File: config.mk
export PLATFORM = sky130hd
export DESIGN_NAME = alu_muldiv_seq
export DESIGN_NICKNAME = d
export VERILOG_FILES = /design/src/rtl/alu_muldiv_seq.sv
export SDC_FILE = /design/constraint.sdc
export NUM_CORES = 1
export LEC_CHECK = 0
export ABC_AREA = 1
export CORE_MARGIN = 1
export CORE_UTILIZATION = 45
export CTS_BUF_LIST = sky130_fd_sc_hd__clkbuf_8 sky130_fd_sc_hd__clkbuf_16
export CTS_CLUSTER_DIAMETER = 60
export DETAILED_ROUTE_END_ITERATION = 10
export PLACE_DENSITY = 0.7
export SYNTH_ARGS = -nofsm -noshare
export SYNTH_HDL_FRONTEND = slang
export SYNTH_SLANG_ARGS = --single-unit
File: constraint.sdc
create_clock -name clk -period 10.55 [get_ports clk]
set_input_delay 2.11 -clock clk [delete_from_list [all_inputs] [get_ports clk]]
set_output_delay 2.11 -clock clk [all_outputs]
set_load 0.02 [all_outputs]
File: src/rtl/alu_muldiv_seq.sv
// ---------------------------------------------------------------------------
// alu_muldiv_seq
//
// Purpose:
//   Multi-cycle 32x32 unsigned multiply / unsigned divide sequencer. It does
//   not contain its own adder. Instead it borrows the shared combinational
//   ALU beside the execute stage, and uses only the ADD, SUB and SLTU
//   operations. Shifts and iteration bookkeeping are done internally.
//
//   Each of the 32 iterations takes two cycles (phase 0 / phase 1), so a
//   normal operation keeps busy high for exactly 64 cycles. That is followed
//   by a one-cycle done pulse. A divide by zero skips RUN entirely.
//
// Ports:
//   clk       in   1   clock, rising edge
//   rst       in   1   asynchronous active-high reset
//   start     in   1   request, sampled only in IDLE or DONE
//   op        in   1   0 = multiply, 1 = divide (captured with start)
//   a         in  32   multiplicand / dividend (captured with start)
//   b         in  32   multiplier / divisor (captured with start)
//   busy      out  1   high while computing
//   done      out  1   one-cycle pulse, hi/lo/div_zero valid
//   div_zero  out  1   divide had b == 0 (set together with done)
//   hi        out 32   product[63:32] / remainder
//   lo        out 32   product[31:0]  / quotient
//   alu_a     out 32   shared ALU operand A
//   alu_b     out 32   shared ALU operand B
//   alu_op    out  4   shared ALU operation select
//   alu_res   in  32   shared ALU result (combinational, same cycle)
// ---------------------------------------------------------------------------
module alu_muldiv_seq #(
  parameter logic [3:0] OP_ADD  = 4'd2,
  parameter logic [3:0] OP_SUB  = 4'd6,
  parameter logic [3:0] OP_SLTU = 4'd7,
  parameter logic [3:0] OP_IDLE = 4'd0
) (
  input  logic        clk,
  input  logic        rst,
  input  logic        start,
  input  logic        op,
  input  logic [31:0] a,
  input  logic [31:0] b,
  output logic        busy,
  output logic        done,
  output logic        div_zero,
  output logic [31:0] hi,
  output logic [31:0] lo,
  output logic [31:0] alu_a,
  output logic [31:0] alu_b,
  output logic [3:0]  alu_op,
  input  logic [31:0] alu_res
);

  typedef enum logic [1:0] {
    IDLE = 2'd0,
    RUN  = 2'd1,
    DONE = 2'd2
  } state_t;

  state_t state;
  state_t state_nxt;

  // Datapath registers. Multiply and divide never run at the same time, so
  // each register is shared between the two algorithms:
  //   acc_hi : PH (multiply)  / R  (divide)
  //   acc_lo : PL (multiply)  / Q  (divide)
  //   opnd   : M  (multiply)  / D  (divide)
  //   tmp    : S  (multiply)  / Rs (divide)
  //   tmp_lo : unused (mul)   / Qs (divide)
  logic        op_r;
  logic        phase;
  logic [4:0]  counter;
  logic [31:0] acc_hi;
  logic [31:0] acc_lo;
  logic [31:0] opnd;
  logic [31:0] tmp;
  logic [31:0] tmp_lo;
  logic        msb;
  logic        lt;

  logic        accept;
  logic        last_step;
  logic        div_by_zero_req;
  logic [31:0] div_shift_hi;
  logic        div_take;
  logic [31:0] upd_hi;
  logic [31:0] upd_lo;

  // A start is honoured only when no operation is in flight. DONE counts as
  // "not in flight", which lets back-to-back requests chain without an idle
  // cycle in between.
  assign accept          = start && ((state == IDLE) || (state == DONE));
  assign div_by_zero_req = op && (b == 32'd0);
  assign last_step       = (state == RUN) && phase && (counter == 5'd31);

  // The divide shifts {R,Q} left by one. In phase 0 the shifted remainder
  // must already reach the ALU for the SLTU compare, so it is formed
  // combinationally here and also registered into tmp for phase 1.
  assign div_shift_hi = {acc_hi[30:0], acc_lo[31]};

  // Subtract when the shifted remainder overflowed 32 bits (msb) or is not
  // below the divisor.
  assign div_take = msb | ~lt;

  // Accumulator values at the end of phase 1. In a multiply, the carry out of
  // S = PH + addend is recovered as (S < PH) from the ALU's SLTU result and
  // becomes the new top bit as the 65-bit {carry,S,PL} shifts right by one.
  always_comb begin
    upd_hi = acc_hi;
    upd_lo = acc_lo;
    if (op_r) begin
      if (div_take) begin
        upd_hi = alu_res;
        upd_lo = {tmp_lo[31:1], 1'b1};
      end else begin
        upd_hi = tmp;
        upd_lo = tmp_lo;
      end
    end else begin
      upd_hi = {alu_res[0], tmp[31:1]};
      upd_lo = {tmp[0], acc_lo[31:1]};
    end
  end

  // State register. The asynchronous reset abandons any in-flight operation
  // immediately.
  always_ff @(posedge clk or posedge rst) begin
    if (rst) begin
      state <= IDLE;
    end else begin
      state <= state_nxt;
    end
  end

  // Next-state logic. A divide by zero is answered directly from the
  // request, so it goes straight to DONE without entering RUN.
  always_comb begin
    state_nxt = state;
    case (state)
      IDLE, DONE: begin
        if (start) begin
          state_nxt = div_by_zero_req ? DONE : RUN;
        end else begin
          state_nxt = IDLE;
        end
      end
      RUN: begin
        if (last_step) begin
          state_nxt = DONE;
        end
      end
      default: state_nxt = IDLE;
    endcase
  end

  // Output logic. The shared ALU is driven only while RUN is active. In every
  // other state, including reset, the ALU ports are parked at zero with the
  // idle opcode.
  always_comb begin
    busy   = (state == RUN);
    done   = (state == DONE);
    alu_a  = 32'd0;
    alu_b  = 32'd0;
    alu_op = OP_IDLE;
    if (state == RUN) begin
      case ({op_r, phase})
        2'b00: begin
          alu_a  = acc_hi;
          alu_b  = acc_lo[0] ? opnd : 32'd0;
          alu_op = OP_ADD;
        end
        2'b01: begin
          alu_a  = tmp;
          alu_b  = acc_hi;
          alu_op = OP_SLTU;
        end
        2'b10: begin
          alu_a  = div_shift_hi;
          alu_b  = opnd;
          alu_op = OP_SLTU;
        end
        default: begin
          alu_a  = tmp;
          alu_b  = opnd;
          alu_op = OP_SUB;
        end
      endcase
    end
  end

  // Datapath and result registers. The operands are captured only when a
  // start is accepted, so changes on a/b/op during RUN have no effect.
  // hi/lo keep the last result until a new operation writes them.
  always_ff @(posedge clk or posedge rst) begin
    if (rst) begin
      op_r     <= 1'b0;
      phase    <= 1'b0;
      counter  <= 5'd0;
      acc_hi   <= 32'd0;
      acc_lo   <= 32'd0;
      opnd     <= 32'd0;
      tmp      <= 32'd0;
      tmp_lo   <= 32'd0;
      msb      <= 1'b0;
      lt       <= 1'b0;
      hi       <= 32'd0;
      lo       <= 32'd0;
      div_zero <= 1'b0;
    end else if (accept) begin
      op_r     <= op;
      phase    <= 1'b0;
      counter  <= 5'd0;
      div_zero <= 1'b0;
      acc_hi   <= 32'd0;
      if (op) begin
        acc_lo <= a;
        opnd   <= b;
      end else begin
        acc_lo <= b;
        opnd   <= a;
      end
      if (div_by_zero_req) begin
        hi       <= a;
        lo       <= 32'hFFFF_FFFF;
        div_zero <= 1'b1;
      end
    end else if (state == RUN) begin
      if (!phase) begin
        phase <= 1'b1;
        if (op_r) begin
          tmp    <= div_shift_hi;
          tmp_lo <= {acc_lo[30:0], 1'b0};
          msb    <= acc_hi[31];
          lt     <= alu_res[0];
        end else begin
          tmp <= alu_res;
        end
      end else begin
        phase   <= 1'b0;
        counter <= counter + 5'd1;
        acc_hi  <= upd_hi;
        acc_lo  <= upd_lo;
        if (last_step) begin
          hi <= upd_hi;
          lo <= upd_lo;
        end
      end
    end
  end

endmodule

# Yosys cells after proc, flatten, opt, wreduce, memory -nomap -nowiden

Index checks and enable logic that the tools add are counted.
Widths: inputs -> output; s select.

Eq/ne operators: 7
Mux-type cells: 41
Reduce and logical (&&, ||, !) cells: 17
Bitwise gates (word level): 4
$add $sub $neg: 1

Operators by type and width:

| kind                | count |
|---|---|
| $mux 32             | 25 |
| $pmux 32 s2         | 2 |
| $logic_not 32->1    | 1 |
| $mux 5              | 3 |
| $reduce_and 4->1    | 2 |
| $mux 2              | 3 |
| $pmux 3 s2          | 1 |
| $reduce_bool 2->1   | 3 |
| $add 5x1->5 const B | 1 |
| $eq 5x5->1 const B  | 1 |
| $mux 1              | 5 |
| $eq 2x1->1 const B  | 2 |
| $eq 2x2->1 const B  | 2 |
| $logic_and 1x1->1   | 4 |
| $logic_not 2->1     | 2 |
| $ne 2x1->1 const B  | 2 |
| $pmux 2 s2          | 1 |
| $reduce_or 2->1     | 2 |
| $mux 3              | 1 |
| $not 1->1           | 3 |
| $reduce_and 3->1    | 1 |
| $reduce_and 2->1    | 1 |
| $logic_or 1x1->1    | 1 |
| $or 1x1->1          | 1 |

Output and inout port bits: 135
Input bits: 100
Register bits: 235

# Logic depth before layout (Yosys ltp)

Gate-level depths: netlist of the first run.

Depth after elaboration: 8
Mapped depth: 11
Gate-level depth less buffers: 10

# Worst setup path before layout of the first run

OpenSTA, ideal clock, no wires.

Path kind: register -> output
Start point: register op_r
End point: output port alu_b[10]
Arrival time: 2.148 ns
Cell stages (with the launch flop): 10
Buffers on the path: 4
Path slack: 6.292 ns
Path through: dfrtp_1 buf_2 clkinv_1 clkbuf_1 ha_1 clkbuf_1 o21ai_1 clkbuf_1 a22oi_1 nor2_1

Word-level cells in the longest chain between the ends: 3
Elaborated cells between the ends (all ways): 4
Those cells by class: eq/ne (1); mux (2); reduce/logical (1)

Ends and longest elaborated chain:

| what                                          | RTL line | text |
|---|---|---|
| from (decl)                                   | 70       | `logic op_r;` |
| from (signal assigned)                        | 210      | `op_r <= op;` |
| $eq 2x1->1 or $logic_not 2->1 (tied branches) | 166      | `case ({op_r, phase})` |
| $pmux 32 s2 (*)                               | 166      |  |
| $mux 32 (*)                                   | 165      | `if (state == RUN) begin` |
| to (decl)                                     | 49       | `output logic [31:0] alu_b,` |

Every way passes the cells marked *; elsewhere a longest branch is shown, timed or not.

# Final worst setup path of the first run

Start point: register op_r
End point: output port alu_a[31]

Word-level cells in the longest chain between the ends: 3
Elaborated cells between the ends (all ways): 4
Those cells by class: eq/ne (1); mux (2); reduce/logical (1)

Ends and longest elaborated chain:

| what                                          | RTL line | text |
|---|---|---|
| $eq 2x2->1 or $logic_not 2->1 (tied branches) | 166      |  |
| $pmux 32 s2 (*)                               | 166      |  |
| $mux 32 (*)                                   | 165      |  |
| to (decl)                                     | 48       | `output logic [31:0] alu_a,` |

Marks and branches as above.

==> results of run 1 <==
[worst max path at each step]
stage | startpoint | end | cells past startpoint
floorplan | rst | acc_hi[0] | 1
global placement | op_r | alu_a[31] | 8
detailed placement | op_r | alu_a[31] | 8
CTS | op_r | alu_a[31] | 8
global route | op_r | alu_a[6] | 8
finish | op_r | alu_a[31] | 8
[cells by family after synthesis]
| group | Yosys count |
|---|---|
| AO/OA/AOI/OAI | 513 |
| adder cells (fa/ha/maj) | 6 |
| buffers and inverters | 297 |
| flip-flops | 235 |
| multiplexers | 1 |
| other | 1 |
| AND/OR/NAND/NOR | 643 |
[per-layer routing]
layer  share of wire (%)  vias up
li1                    -     5977
met1                  46     5822
met2                  44      542
met3                 7.9       62
met4                 2.5        0
met5                   0        -
[layout by cell type, fill, tap and decap left out, drive strengths merged, types with 8 or more instances in the layout]
cell / count
o22ai: 32
nor2: 122
inv: 162
a21oi: 124
diode: 8
buf: 21
clkbuf: 30
nand2: 317
nand3: 200
o21ai: 288
clkdlybuf4s50: 233
a22oi: 32
o211ai: 32
dfrtp: 235
[worst register-to-register path, delay by kind of cell, from the launching register on]
kind	cells	cell delay, ns
DFF	1	0.43
buffers and inverters	3	1.56
and+or+nand+nor	6	1.08
[flip-flops by register name (all words and copies together) (netlist names)]
register  count
lt            1
opnd         32
phase         1
acc_hi       32
tmp          32
op_r          1
acc_lo       32
counter       5
tmp_lo       31
state         2
msb           1
div_zero      1
lo           32
hi           32
[per-stage QoR]
stage | setup WS, ns | util, % | power [mW] | cell area (µm²) | hold slack [ns]
finish | 4.50 | 57.7 | 5.52 | 16000 | 0.483
global route | 4.20 | 57.7 | 5.88 | 16000 | 0.510
CTS | 4.53 | 57.6 | 5.51 | 16000 | 0.490
detailed placement | 5.09 | 54.1 | 4.46 | 15000 | 0.474
global placement | 5.12 | 54.1 | 4.42 | 15000 | 0.468
floorplan | 1.99 | - | 3.31 | 12700 | 0.446
[power by group through the flow]
stage	Clock [mW]	Combinational, mW	Sequential (mW)
after global routing	1.08	3.18	1.62
after detailed placement	0	2.88	1.58
after CTS	1.04	2.90	1.57
after global placement	0	2.85	1.58
final	1.03	2.91	1.58
after floorplan	0	1.73	1.58
[final cells by class]
cell class	instances	area (µm²)	share of cell area (%)
Inverter	156	593	3.70
Antenna cell	8	20.0	0.125
Tap cell	378	473	2.95
Clock buffer	30	717	4.47
Sequential cell	235	5880	36.7
Timing Repair Buffer	254	2490	15.5
Clock inverter	19	255	1.59
Multi-Input combinational cell	1164	5590	34.9
==> out/summary.txt, run 1 <==
Hold Fails Final Rpt = 0
Maximum clock frequency = 0.165 GHz
Sw frac = 44.9%
Top cells by area, synth = dfrtp_1, nand2_1, o21ai_0
CP top delay family = buffers and inverters
R2R Path End = hi[26]
First-pass DRT Iterations = 6
Most frequent cell after synthesis = nand2_1
CP max-delay cell = dfrtp_4
WL per Instance = 18.1 µm
Run status = complete, no violations
Clock Power Share = 18.7%
Post-cts sizing count = 0
Initial antenna violation count = 7
Period utilisation layout = 57.3%
YS warnings = 0
Pwr Density = 344 nW/µm²
GRT met1 Usage = 42.8%
#FFs+latches synth = 235
Inst Count DP = 2187
Die Ht = 170 µm
Total wire length = 40.6 mm
Type of the worst setup path = reg2out
Post-Synth Adder-Cell Area = 0.592%
RSZ-0062 raised after global routing = no
Synth Area in Simple Gates = 21.2%
Critical Path Start Type = register
Largest family of logic cells by synthesized area = compound AO/OA/AOI/OAI gates
NetSw = 2.48 mW
Leakage = 7.13 nW
Peak VDD IR = 0.213 mV
Grt ovf = 0
Post-DRT Antenna Nets = 0
Vias in the first global route = 11211
Layout Cells excl Fill = 2244
P_int = 3.04 mW
# hold bufs at CTS = 0
Buf/Inv on CP = 4
CTS root buffer = clkbuf_16
Most used routing layer = met1
Proportion of netlist area held by the largest area contributor = 46.4%
CTS Buf Count = 27
H-tree Lvls = 1
Worst reg-to-reg path cell count = 9
Sequential Power Share = 28.6%
Clk pin slew, worst setup/hold paths = 0.07 ns
IO Count = 235
Total negative slack = 0 ns
Crit-path max cell delay = 0.87 ns
CTS tree = yes
Worst path required time = 8.44 ns
Most frequent cells after synthesis = nand2_1, dfrtp_1, o21ai_0
Row count = 61
Worst Hold End = tmp_lo[21]
Min-Delay Startpoint = tmp_lo[21]
First DRT Iteration DRCs = 1758
Final critical-path required period = 6.05 ns
DR vias = 12403
Worst slew pin tran = 1.14 ns
Ys async rst share = 100%
Post-synth EDFFs = 0
IO buf count = 233
Synthesis-to-finish area growth = 26.4%
Worst Path Arrival = 3.94 ns
Hold path depth = 2
Final nets = 1944
Hold crit path type = reg2reg
Starting density of the core = 45.7%
Hpwl dp = 27.5 mm
Yosys cell types = 30
DRC Markers = 0
Routing usage on met2 = 40.3%
Syn_nets = 1802
Syn avg cell area = 7.48 µm²
Fillers = 2602
Clock skew = 0.0153 ns
# clock sinks = 235
First-pass GRT wire length = 62.9 mm
Crit. End Element = primary output
Die ar. = 28900 µm²
Final Wtd Congestion = 0.906
Largest area contributor in the netlist = dfrtp_1
Largest net degree at the start of global routing = 103
Crit-path cells = clkinv_1 > buf_4 > ha_1 > inv_1 > o22ai_1 > a21oi_1 > nor2_1 > clkdlybuf4s50_1
Core area = 27800 µm²
Max_cap viols = 0
Post-CTS Setup Repair Bufs = 0
CTS max path bufs = 3
Synth Area in XOR/XNOR = 0%
RR Startpoint = state[0]
DR vias/cell = 5.53
Layout cells sized above 1 = 4.47%
Die Width = 170 µm
Clk Latency, worst-skew pair = 0.54 ns
Final number of max-transition violations = 0
Fraction of the mapped netlist area in compound gates = 21.9%
Setup slack, reg-to-reg = 7.37 ns
CP Max Fanout = 67
Global Route Usage Sum = 27.7%
Cells after Synth = 1696
Part of the Yosys area used for sequential elements = 46.4%
Final Setup Violations = 0
Comb pwr share = 52.7%
Post-Syn Area = 12700 µm²
Rel. slew slack = 23.5%
Met3 Usage GRT = 3.47%
Mux cell area share after synthesis = 0.0888%
Most used DFF post-synth = dfrtp_1
Power figures use the tool's default switching activity.
==> inputs of run 2 (changes only) <==
==> constraint.sdc (replaced) <==
create_clock -name clk -period 5.7 [get_ports clk]
set_input_delay 1.14 -clock clk [delete_from_list [all_inputs] [get_ports clk]]
set_output_delay 1.14 -clock clk [all_outputs]
set_load 0.02 [all_outputs]
==> out/summary.txt, run 2 (synthesized netlist as in run 1, its figures left out) <==
Run status = complete, no violations
Period utilisation layout = 96.4%
Critical Path Start Type = register
DR vias/cell = 5.61 (+1.5%)
DRC Markers = 0 (unchanged)
Final nets = 1946 (+0.10%)
Row count = 61 (unchanged)
Hold Fails Final Rpt = 0 (unchanged)
CP max-delay cell = dfrtp_4
Type of the worst setup path = reg2out
Commonest non-fill, non-tap cell in the layout = nand2_1
Layout Cells excl Fill = 2244 (unchanged)
Maximum clock frequency = 0.182 GHz
Final Setup Violations = 0 (unchanged)
Starting density of the core = 45.7% (unchanged)
Die Ht = 170 µm (unchanged)
First DRT Iteration DRCs = 1764 (+0.34%)
Die Width = 170 µm (unchanged)
Post-CTS Setup Repair Bufs = 0 (unchanged)
Total negative slack = 0 ns (unchanged)
H-tree Lvls = 1 (unchanged)
Post-cts sizing count = 0 (unchanged)
CTS tree = yes
CP Depth = 7 (-1)
Synthesis-to-finish area growth = 26.9%
CTS root buffer = clkbuf_16
Clock skew = 0.0168 ns (+0.00156 ns)
Final Wtd Congestion = 0.975 (+7.6%)
# clock sinks = 235 (unchanged)
CP endpoint = alu_b[29]
Largest net degree at the start of global routing = 96 (-6.8%)
Peak VDD IR = 0.314 mV (+47%)
Vias in the first global route = 11426 (+1.9%)
RR Startpoint = state[0]
First-pass GRT wire length = 65.2 mm (+3.6%)
CP Max Fanout = 67 (unchanged)
Crit-path max cell delay = 0.86 ns (about the same)
Core area = 27800 µm² (unchanged)
RSZ-0062 raised after global routing = no
Final critical-path required period = 5.50 ns
Global Route Usage Sum = 28.9% (+1.1 points)
Final setup margin = 0.205 ns (-4.30 ns)
# hold bufs at CTS = 0 (unchanged)
Worst setup startpoint = op_r
CTS max path bufs = 3 (unchanged)
Die ar. = 28900 µm² (unchanged)
Total wire length = 42.2 mm (+3.9%)
Buf/Inv on CP = 3 (-1)
Finished Cell Area = 16100 µm² (+0.41%)
Max_cap viols = 0 (unchanged)
WL per Instance = 18.8 µm (+3.9%)
Pre-CTS setup slack = 0.832 ns (-4.26 ns)
Worst reg-to-reg path cell count = 5 (-4)
CP top delay family = buffers and inverters
IO Count = 235 (unchanged)
Most frequent cells in the layout = nand2_1, dfrtp_1, clkdlybuf4s50_1, o21ai_0, nand3_1
Post-DRT Antenna Nets = 0 (unchanged)
Clk pin slew, worst setup/hold paths = 0.06 ns (about the same)
Pwr Density = 643 nW/µm² (+87%)
Clk Latency, worst-skew pair = 0.53 ns (about the same)
Hold crit path type = reg2reg
Leakage = 7.17 nW (+0.48%)
Grt ovf = 0 (unchanged)
Worst slew pin tran = 1.24 ns (+0.100 ns)
Crit-path cells = clkinv_1 > ha_1 > o21ai_2 > buf_4 > a22oi_1 > nor2_1 > clkdlybuf4s50_1
Initial antenna violation count = 5 (-2)
Layout cells sized above 1 = 4.62% (+0.16 points)
First-pass DRT Iterations = 7 (+1)
Setup slack, reg-to-reg = 2.54 ns (-4.83 ns)
Final number of max-transition violations = 0 (unchanged)
CTS Buf Count = 27 (unchanged)
Rel. slew slack = 16.7% (-6.7 points)
Inst Count DP = 2189 (+0.091%)
DR vias = 12595 (+1.5%)
Fillers = 2608 (+0.23%)
Crit. End Element = primary output
Post-DP Area = 15100 µm² (+0.24%)
IO buf count = 233 (unchanged)
Hpwl dp = 28.7 mm (+4.5%)
Worst Path Arrival = 4.36 ns (+0.42 ns)
Worst path required time = 4.56 ns (-3.88 ns)
R2R Path End = lt
## run 2: changes by cell type in the layout (fill, tap and decap cells not counted)
| cell | delta |
|---|---|
| buf_12 | +2 |
| bufinv_16 | +1 |
| clkinvlp_4 | -1 |
| clkbuf_8 | +1 |
| diode_2 | -2 |
| inv_8 | -1 |
| inv_1 | -1 |
| inv_6 | +1 |
## run 2: worst min-delay path by stage
stage | depth (start not counted) | endpoint | start | slack [ns]
floorplan | 1 | counter[2] | counter[2] | 0.45
global placement | 1 | counter[2] | counter[2] | 0.46
detailed placement | 2 | tmp_lo[24] | tmp_lo[24] | 0.47
CTS | 2 | tmp_lo[24] | tmp_lo[24] | 0.49
global route | 1 | lt | lt | 0.51
finish | 2 | tmp_lo[9] | tmp_lo[9] | 0.49
## run 2: worst register-to-register path, stage by stage (launching register included)
cell     delay [ns]
dfrtp_1        0.42
nand2_2        0.42
nor2_4         0.21
buf_4          0.54
nand2_2        0.86
mux2_1         0.60
## run 2: area by class of cell
class,instances,area (µm²),share of cell area [%]
multi-input cells,1164,5590,34.8
well taps,378,473,2.94
clock buffers,31,731,4.54
inverters,156,589,3.66
diodes,6,15.0,0.0933
clock inverters,18,275,1.71
flip-flops and latches,235,5880,36.6
repair buffers,256,2530,15.7
## run 2: where the power goes
part | internal (mW) | switching, mW | total, mW
registers | 2.38 | 0.602 | 2.98
clock network | 1.24 | 0.730 | 1.96
logic | 2.09 | 3.31 | 5.40
total | 5.70 | 4.64 | 10.3
## run 2: layer usage
layer / track usage [%] / share of wire (%) / up-vias
li1: - / - / 5971
met1: 43.2 / 45 / 5982
met2: 43.3 / 45 / 578
met3: 4.07 / 8.2 / 62
met4: 8.42 / 2.2 / 2
met5: 0 / 0.021 / -
## run 2: per-stage QoR
stage / utilization, % / hold WS, ns / power (mW)
6_report: 57.9 / 0.490 / 10.3
5_1_grt: 57.9 / 0.508 / 11.0
4_1_cts: 57.9 / 0.489 / 10.3
3_5_place_dp: 54.2 / 0.473 / 8.31
3_3_place_gp: 54.2 / 0.465 / 8.24
2_1_floorplan: - / 0.446 / 6.13
==> inputs of run 3 (changes only) <==
--- a/config.mk
+++ b/config.mk
@@ -6,6 +6,7 @@
 export NUM_CORES = 1
 export LEC_CHECK = 0
 export ABC_AREA = 1
+export CAP_MARGIN = 20
 export CORE_MARGIN = 1
 export CORE_UTILIZATION = 45
 export CTS_BUF_LIST = sky130_fd_sc_hd__clkbuf_8 sky130_fd_sc_hd__clkbuf_16
==> out/summary.txt, run 3 (synthesized netlist as in run 1, its figures left out) <==
Run status = complete, no violations
First-pass GRT wire length = 65.3 mm (+0.16%)
CTS max path bufs = 3 (unchanged)
Worst path required time = 4.56 ns (about the same)
Final setup margin = 0.244 ns (+0.0392 ns)
First DRT Iteration DRCs = 1583 (-10%)
Crit-path max cell delay = 0.86 ns (about the same)
Worst Hold End = tmp_lo[10]
Worst Path Arrival = 4.32 ns (-0.04 ns)
Final Wtd Congestion = 0.975 (unchanged)
Post-DRT Antenna Nets = 0 (unchanged)
R2R Path End = hi[15]
# clock sinks = 235 (unchanged)
Most frequent cells in the layout = nand2_1, dfrtp_1, clkdlybuf4s50_1, o21ai_0, nand3_1
RSZ-0062 raised after global routing = no
Setup slack, reg-to-reg = 2.76 ns (+0.22 ns)
Clock skew = 0.0156 ns (-0.00123 ns)
Global Route Usage Sum = 29.0% (+0.076 points)
Maximum clock frequency = 0.183 GHz (+0.72%)
Hpwl dp = 28.7 mm (+0.18%)
Multi-input gate area in the final layout = 5590 µm² (unchanged)
Die ar. = 28900 µm² (unchanged)
Total wire length = 41.9 mm (-0.61%)
Type of the worst setup path = reg2out
Layout cells sized above 1 = 5.04% (+0.41 points)
Final nets = 1950 (+0.21%)
Crit. End Element = primary output
WL per Instance = 18.6 µm (-1.0%)
Commonest non-fill, non-tap cell in the layout = nand2_1
CP max-delay cell = dfrtp_4
Final critical-path required period = 5.46 ns (-0.0392 ns)
Worst reg-to-reg path cell count = 8 (+3)
IO Count = 235 (unchanged)
Crit-path cells = clkinv_1 > ha_1 > o21ai_2 > buf_4 > a22oi_1 > nor2_1 > clkdlybuf4s50_1
Final number of max-transition violations = 0 (unchanged)
Peak VDD IR = 0.323 mV (+2.9%)
Hold path depth = 2 (unchanged)
Clk Latency, worst-skew pair = 0.54 ns (about the same)
Reg area = 5880 µm² (unchanged)
Hold crit path type = reg2reg
Rel. slew slack = 27.0% (+10 points)
IO buf count = 233 (unchanged)
# hold bufs at CTS = 0 (unchanged)
DR vias/cell = 5.55 (-1.1%)
Die Width = 170 µm (unchanged)
H-tree Lvls = 1 (unchanged)
Critical Path Start Type = register
Starting density of the core = 45.7% (unchanged)
Row count = 61 (unchanged)
First-pass DRT Iterations = 6 (-1)
Die Ht = 170 µm (unchanged)
Synthesis-to-finish area growth = 27.6%
Final Setup Violations = 0 (unchanged)
Total negative slack = 0 ns (unchanged)
DR vias = 12509 (-0.68%)
Hold Fails Final Rpt = 0 (unchanged)
Worst slew pin tran = 1.09 ns (-0.150 ns)
CP Max Fanout = 67 (unchanged)
Max_cap viols = 0 (unchanged)
Core area = 27800 µm² (unchanged)
Min-Delay Startpoint = tmp_lo[10]
RR Startpoint = state[0]
Clk pin slew, worst setup/hold paths = 0.07 ns (about the same)
Fillers = 2619 (+0.42%)
Initial antenna violation count = 9 (+4)
CTS root buffer = clkbuf_16
DRC Markers = 0 (unchanged)
Post-cts sizing count = 0 (unchanged)
Grt ovf = 0 (unchanged)
Vias in the first global route = 11551 (+1.1%)
Leakage = 7.20 nW (+0.44%)
CTS Buf Count = 28 (+3.7%)
Pwr Density = 641 nW/µm² (-0.27%)
Largest net degree at the start of global routing = 96 (unchanged)
Post-CTS Setup Repair Bufs = 0 (unchanged)
CTS tree = yes
Period utilisation layout = 95.7% (-0.69 points)
Pre-CTS setup slack = 0.837 ns (+0.00420 ns)
## run 3: cell type report
type,instances,area share [%]
clock buffer,32,4.74
clock inverter,20,1.61
sequential,235,36.4
antenna,9,0.139
inverter,156,3.64
multi-input combinational,1164,34.6
timing repair buffer,259,16.0
tap,378,2.92
## run 3: how the worst max path moves through the flow
stage	from	to	slack (ns)	depth (start not counted)
global placement	op_r	alu_b[14]	0.95	7
floorplan	rst	acc_hi[0]	1.48	1
finish	op_r	alu_b[31]	0.24	7
detailed placement	op_r	alu_b[12]	0.84	7
global route	op_r	alu_b[13]	0.01	7
CTS	op_r	alu_b[12]	0.25	7
## run 3: worst max-delay path, delay by kind of cell (launching register included)
family / cells / cell delay, ns
flip-flops: 1 / 0.86
AND/OR/NAND/NOR: 1 / 0.12
AO/OA/AOI/OAI: 2 / 0.83
buffers and inverters: 3 / 1.50
adder cells (fa/ha/maj): 1 / 0.45
## run 3: metrics by stage
step	hold WS [ns]	utilization (%)	std cells	power [mW]	area [µm²]
after global placement	0.465	54.2	2189	8.24	15100
after global routing	0.504	58.3	2251	11.1	16200
after floorplan	0.446	-	1696	6.13	12700
final	0.487	58.3	2253	10.4	16200
after detailed placement	0.473	54.3	2190	8.32	15100
after CTS	0.489	58.0	2242	10.3	16100
## run 3: metal layers
metal | wire length (µm) | GRT usage [%] | vias to the layer above | share of wire (%)
li1 | - | - | 5988 | -
met1 | 19000 | 43.1 | 5903 | 45
met2 | 18500 | 43.0 | 546 | 44
met3 | 3360 | 4.37 | 70 | 8.0
met4 | 1080 | 9.48 | 2 | 2.6
met5 | 8 | 0 | - | 0.019
## run 3: report_power, final
part | switching, mW | total [mW] | internal [mW]
logic | 3.31 | 5.43 | 2.12
clock network | 0.765 | 1.97 | 1.20
registers | 0.599 | 2.97 | 2.38
